--- src/rtl/hazard_scoreboard.sv ---
// hazard_scoreboard
//   Hazard detection and operand forwarding for a five-stage MIPS pipeline.
//   Each in-flight destination register is tracked with its remaining Tnew.
//   The D-stage stall comes from comparing that Tnew against the consumer's
//   Tuse. Forwarded operands are selected for both D-stage and E-stage readers.
//
// Ports
//   clk           rising-edge clock
//   reset         synchronous, active-high
//   d_issue_valid D instruction writes a register
//   d_a3          D destination register
//   d_tnew        cycles until the result exists, counted from E
//   d_rvalid      per-port D read enable
//   d_raddr       D read addresses, port i at [i*AW +: AW]
//   d_rtuse       cycles from D until each operand is needed
//   d_rf_data     GRF read data for the D operands
//   e_rf_data     operands held in the D/E register
//   st_wd         per-stage result data (E, M, W), valid when that Tnew is 0
//   stall         freeze F/D and insert a bubble into E
//   fd_data       forwarded D operands
//   fe_data       forwarded E operands
//   stall_cnt     stalled-cycle counter
//
// Build option
//   HZ_STALL_CNT_EN  when defined, stall_cnt counts stalled cycles and
//                    saturates at all-ones. Otherwise stall_cnt is tied to 0.

module hazard_scoreboard #(
    parameter int NUM_RD = 2,
    parameter int NUM_ST = 3,
    parameter int AW     = 5,
    parameter int DW     = 32,
    parameter int TW     = 2
) (
    input  logic                 clk,
    input  logic                 reset,
    input  logic                 d_issue_valid,
    input  logic [AW-1:0]        d_a3,
    input  logic [TW-1:0]        d_tnew,
    input  logic [NUM_RD-1:0]    d_rvalid,
    input  logic [NUM_RD*AW-1:0] d_raddr,
    input  logic [NUM_RD*TW-1:0] d_rtuse,
    input  logic [NUM_RD*DW-1:0] d_rf_data,
    input  logic [NUM_RD*DW-1:0] e_rf_data,
    input  logic [NUM_ST*DW-1:0] st_wd,
    output logic                 stall,
    output logic [NUM_RD*DW-1:0] fd_data,
    output logic [NUM_RD*DW-1:0] fe_data,
    output logic [31:0]          stall_cnt
);

    // Stage index 0 is E, the youngest. Higher indices are older.
    logic [NUM_ST-1:0] ent_valid;
    logic [AW-1:0]     ent_a3   [NUM_ST];
    logic [TW-1:0]     ent_tnew [NUM_ST];

    // Read addresses of the instruction now in E, used for E-stage forwarding.
    logic [NUM_RD-1:0] e_rvalid;
    logic [AW-1:0]     e_raddr  [NUM_RD];

    always_comb begin
        logic          d_hit;
        logic [TW-1:0] d_hit_tnew;
        logic [DW-1:0] d_hit_wd;
        logic          e_hit;
        logic [TW-1:0] e_hit_tnew;
        logic [DW-1:0] e_hit_wd;
        logic [AW-1:0] raddr;

        stall      = 1'b0;
        fd_data    = d_rf_data;
        fe_data    = e_rf_data;
        d_hit      = 1'b0;
        d_hit_tnew = '0;
        d_hit_wd   = '0;
        e_hit      = 1'b0;
        e_hit_tnew = '0;
        e_hit_wd   = '0;
        raddr      = '0;

        for (int i = 0; i < NUM_RD; i++) begin
            // D port: scan from oldest to youngest so the youngest match wins,
            // even when it is not ready and an older one is.
            raddr      = d_raddr[i*AW +: AW];
            d_hit      = 1'b0;
            d_hit_tnew = '0;
            d_hit_wd   = '0;
            for (int k = NUM_ST - 1; k >= 0; k--) begin
                if (ent_valid[k] && (ent_a3[k] == raddr)) begin
                    d_hit      = 1'b1;
                    d_hit_tnew = ent_tnew[k];
                    d_hit_wd   = st_wd[k*DW +: DW];
                end
            end
            if (d_rvalid[i] && (raddr != '0) && d_hit &&
                (d_hit_tnew > d_rtuse[i*TW +: TW]))
                stall = 1'b1;
            if (d_hit && (d_hit_tnew == '0))
                fd_data[i*DW +: DW] = d_hit_wd;

            // E port: the E entry is the consumer's own slot, so only M and
            // later can supply it.
            e_hit      = 1'b0;
            e_hit_tnew = '0;
            e_hit_wd   = '0;
            for (int k = NUM_ST - 1; k >= 1; k--) begin
                if (ent_valid[k] && (ent_a3[k] == e_raddr[i])) begin
                    e_hit      = 1'b1;
                    e_hit_tnew = ent_tnew[k];
                    e_hit_wd   = st_wd[k*DW +: DW];
                end
            end
            if (e_rvalid[i] && (e_raddr[i] != '0) && e_hit && (e_hit_tnew == '0))
                fe_data[i*DW +: DW] = e_hit_wd;
        end
    end

    always_ff @(posedge clk) begin
        if (reset) begin
            ent_valid <= '0;
            for (int k = 0; k < NUM_ST; k++) begin
                ent_a3[k]   <= '0;
                ent_tnew[k] <= '0;
            end
            e_rvalid <= '0;
            for (int i = 0; i < NUM_RD; i++)
                e_raddr[i] <= '0;
        end else begin
            // A stalled D instruction enters E as a bubble and is re-presented.
            ent_valid[0] <= d_issue_valid && (d_a3 != '0) && !stall;
            ent_a3[0]    <= d_a3;
            ent_tnew[0]  <= d_tnew;
            for (int k = 1; k < NUM_ST; k++) begin
                ent_valid[k] <= ent_valid[k-1];
                ent_a3[k]    <= ent_a3[k-1];
                ent_tnew[k]  <= (ent_tnew[k-1] == '0) ? '0 : ent_tnew[k-1] - TW'(1);
            end
            for (int i = 0; i < NUM_RD; i++) begin
                e_rvalid[i] <= d_rvalid[i] && !stall;
                e_raddr[i]  <= stall ? '0 : d_raddr[i*AW +: AW];
            end
        end
    end

`ifdef HZ_STALL_CNT_EN
    always_ff @(posedge clk) begin
        if (reset)
            stall_cnt <= '0;
        else if (stall && (stall_cnt != '1))
            stall_cnt <= stall_cnt + 32'd1;
    end
`else
    assign stall_cnt = '0;
`endif

endmodule
--- config.mk ---
export PLATFORM = sky130hd
export DESIGN_NAME = hazard_scoreboard
export DESIGN_NICKNAME = d
export VERILOG_FILES = /design/src/rtl/hazard_scoreboard.sv
export SDC_FILE = /design/constraint.sdc
export NUM_CORES = 1
export LEC_CHECK = 0
export ABC_CLOCK_PERIOD_IN_PS = 7900
export BUFFER_PORTS_ARGS = -buffer_cell sky130_fd_sc_hd__buf_4
export CELL_PAD_IN_SITES_DETAIL_PLACEMENT = 0
export CELL_PAD_IN_SITES_GLOBAL_PLACEMENT = 2
export CORE_MARGIN = 2
export CORE_UTILIZATION = 23
export DETAILED_ROUTE_END_ITERATION = 7
export PLACE_DENSITY_LB_ADDON = 0.12
export SLEW_MARGIN = 20
export SYNTH_ARGS = -nofsm -noshare
export SYNTH_HDL_FRONTEND = slang
export SYNTH_SLANG_ARGS = --single-unit
--- constraint.sdc ---
create_clock -name clk -period 7.9 [get_ports clk]
set_input_delay 1.185 -clock clk [delete_from_list [all_inputs] [get_ports clk]]
set_output_delay 1.185 -clock clk [all_outputs]
set_load 0.01 [all_outputs]
==> key figures <==
Run status
  • Status: finished clean

Floorplanning
  • Num ports: 411
  • Die width: 162.3 um
  • Row count: 57
  • Die ar.: 0.02635 mm2
  • Starting Density: 23.57%
  • DIE HEIGHT: 162.3 um
  • Core area: 0.02446 mm2

Placed design
  • DPL Wire Length: 24.36 mm
  • Port Buffers: 378
  • GP Congestion: 0.8190

Routing
  • WL/cell: 23.14 um
  • Via Count: 6,689
  • DRT Pass-1 Iters: 5
  • Drt drc: 0
  • Post-DR vias/cell: 4.926
  • Final WL: 31.42 mm
  • Antenna viol nets, final: 0
  • DRT iter0 DRCs: 360

Clocking
  • Clk sinks: 36
  • Worst skew pair latency: 0.28 ns
  • CTS root buffer: clkbuf_16
  • CTS H-tree depth: 2
  • Clk pin slew, worst setup/hold paths: 0.05 ns
  • CTS tree: built
  • Post-CTS Hold Buffers: 0
  • # resized after CTS: 0
  • Clock tree buffer depth: 2
  • Num CTS Buffers: 5
  • Setup Buffers After CTS: 0

Critical path
  • Reg2reg start: ent_a3[0][8]$_SDFF_PP0_
  • CP Launch Point: d_raddr[9]
  • Crit path capture: fd_data[38]
  • Crit Path Max Fanout: 34
  • Crit-path max cell delay: 0.85 ns
  • Critical Path AT: 4.33 ns
  • Crit path launch type: input port
  • Reg2reg end: e_rvalid[1]$_SDFF_PP0_
  • Crit path top cell by count: buf_4
  • Crit path kind: in2out
  • R2r setup slk: 3.73 ns
  • Crit path cell chain: buf_4 > xnor2_1 > nand4_1 > nor2_4 > a22o_1 > o211a_2 > mux2_2 > buf_4
  • CP Capture Type: output pin
  • R2R depth: 9
  • Required time of the critical path: 6.71 ns
  • Slowest CP cell: nor2_4

Global routing
  • Largest net degree at the start of global routing: 38
  • Initial antenna violation count: 2
  • Gr usage total: 22.12%
  • Gr ovfl total: 0
  • Vias in the first global route: 6,615
  • Wire length of the first global-routing pass: 43.90 mm

Synth
  • Synth area leaders: mux2_2 16%, dfxtp_1 13%, a221oi_1 9.9%
  • Post-synth EDFFs: 0
  • Predominant post-synthesis flop cell: dfxtp_1
  • Avg Inst Size Synth: 8.132 um2
  • Synth area leader: mux2_2
  • Seq/Total Area, Yosys: 12.50%
  • Synth async-reset ratio: 0%
  • Syn Inst Count: 709
  • Netlist cell types: 50
  • Top-area cell type share of the netlist area: 16.02%
  • Post-Syn Area: 0.005766 mm2
  • Synthesis-stage register bit count: 36
  • Yosys warning count: 0

Pwr
  • PwrDens: 80.51 mW/mm2
  • Total power: 711.8 uW
  • Worst vdd ir: 95.48 uV
  • Leakage power total: 0.003970 uW

Timing
  • Setup_tns: 0 ns
  • Final setup violating endpoints: 0
  • RSZ-0062 raised after global routing: no
  • Fin. Hold Viols: 0
  • Slew Viols, Final: 0
  • Max Clock Skew: 0.005140 ns
  • Tmin final: 5.514 ns
  • Fmax: 181.4 MHz
  • Hold slack: 0.5076 ns
  • Slew @ Worst Pin: 1.025 ns
  • Tcrit/Tclk final: 69.79%
  • Rel. slew slack: 31.48%

Final layout
  • Nets: 1,288
  • Layout cells sized above 1: 50.97%
  • Register Area: 720.7 um2
  • Core Util, Final: 36.14%
  • Fillers: 2,626
  • Multi-input logic area: 0.004583 mm2
  • Area Growth Syn to Fin: 53.34%

Flow run
  • Max-cap violations: 0

Hold path
  • Hold Crit Depth: 1
  • Hold Crit Class: reg2reg
==> Yosys cell counts, types with 2 or more instances <==
master    number
a21oi_1        3
a221oi_1      65
a22o_1        65
a22oi_1        3
and3_1         6
buf_1          2
buf_2         12
buf_4         39
buf_6          3
clkbuf_1      43
clkbuf_2       2
dfxtp_1       36
ha_1           6
inv_1         22
mux2_1        16
mux2_2        82
mux2_4        30
nand2_1        7
nand3_1        3
nand4_1        6
nor2_1       148
nor2_2         2
nor2b_1       19
nor3_1         5
nor4_1         2
nor4_2         2
o21ai_0        5
o22ai_1        2
or4_1          4
xnor2_1       30
xor2_1        20
==> metrics by stage <==
| step | instances | cell area, um2 | setup WS, ns |
|---|---|---|---|
| 6_report | 1358 | 8841 | 2.386 |
| 5_1_grt | 1358 | 8841 | 2.154 |
| 4_1_cts | 1355 | 8816 | 2.340 |
| 3_5_place_dp | 1348 | 8682 | 2.346 |
| 3_3_place_gp | 1348 | 8682 | 2.384 |
| 2_1_floorplan | 740 | 5882 | 3.211 |
==> critical path: cells and delay by family <==
kind            cells  cell delay [ns]
compound gates      2             1.11
simple gates        2             1.07
mux                 1             0.43
buf+inv             2             0.28
xor+xnor            1             0.18
==> how the worst min path moves through the flow <==
stage,startpoint,end,slack (ns)
6_report,ent_tnew[0][0]$_SDFF_PP0_,ent_tnew[0][2]$_SDFF_PP0_,0.51
4_1_cts,ent_tnew[0][0]$_SDFF_PP0_,ent_tnew[0][2]$_SDFF_PP0_,0.50
5_1_grt,ent_tnew[0][0]$_SDFF_PP0_,ent_tnew[0][2]$_SDFF_PP0_,0.53
3_3_place_gp,ent_tnew[0][0]$_SDFF_PP0_,ent_tnew[0][2]$_SDFF_PP0_,0.50
3_5_place_dp,ent_tnew[0][0]$_SDFF_PP0_,ent_tnew[0][2]$_SDFF_PP0_,0.49
2_1_floorplan,ent_tnew[0][0]$_SDFF_PP0_,ent_tnew[0][2]$_SDFF_PP0_,0.44
==> cells by family (layout without fill, tap and decap cells) <==
logic type	after synthesis	after routing	synth area share (%)
AO/OA/AOI/OAI	157	157	24.07
XOR/XNOR	50	50	7.595
adder cells (fa/ha/maj)	6	6	1.302
buffers and inverters	123	415	11.24
flip-flops	36	36	12.50
multiplexers	128	128	26.95
other	1	34	0.06504
AND/OR/NAND/NOR	208	208	16.28
==> report_power, final <==
| group | switching, uW | total [uW] | internal (uW) |
|---|---|---|---|
| Clock | 68.8 | 183 | 114 |
| Combinational | 140 | 326 | 186 |
| Sequential | 12.3 | 203 | 191 |
==> metal layers <==
layer | routed length, um | GRT usage, % | vias up
met5 | 0 | 0 | -
met4 | 264 | 3.097 | 0
met3 | 1739 | 2.554 | 13
met2 | 16830 | 42.21 | 271
met1 | 12590 | 27.04 | 3218
li1 | - | - | 3187
==> final cells by class <==
cell class                      count  share of cell area [%]
Inverter                           22                  0.9341
Timing Repair Buffer              386                   32.92
Antenna cell                        2                 0.05661
Sequential cell                    36                   8.152
Clock inverter                      1                 0.05661
Multi-Input combinational cell    581                   51.84
Clock buffer                        6                   1.458
Tap cell                          324                   4.585
==> registers in the layout, indices dropped and copies added (netlist names) <==
| signal | count |
|---|---|
| e_raddr | 10 |
| ent_valid | 3 |
| ent_tnew | 6 |
| e_rvalid | 2 |
| ent_a3 | 15 |
==> placed cells by master, fill, tap and decap left out, drive strengths merged, types with 19 or more instances in the layout <==
cell	count
nor2	150
a221oi	66
xnor2	30
xor2	20
dfxtp	36
buf	386
mux2	128
conb	32
nor2b	19
inv	22
a22o	65
Power figures use the tool's default switching activity.
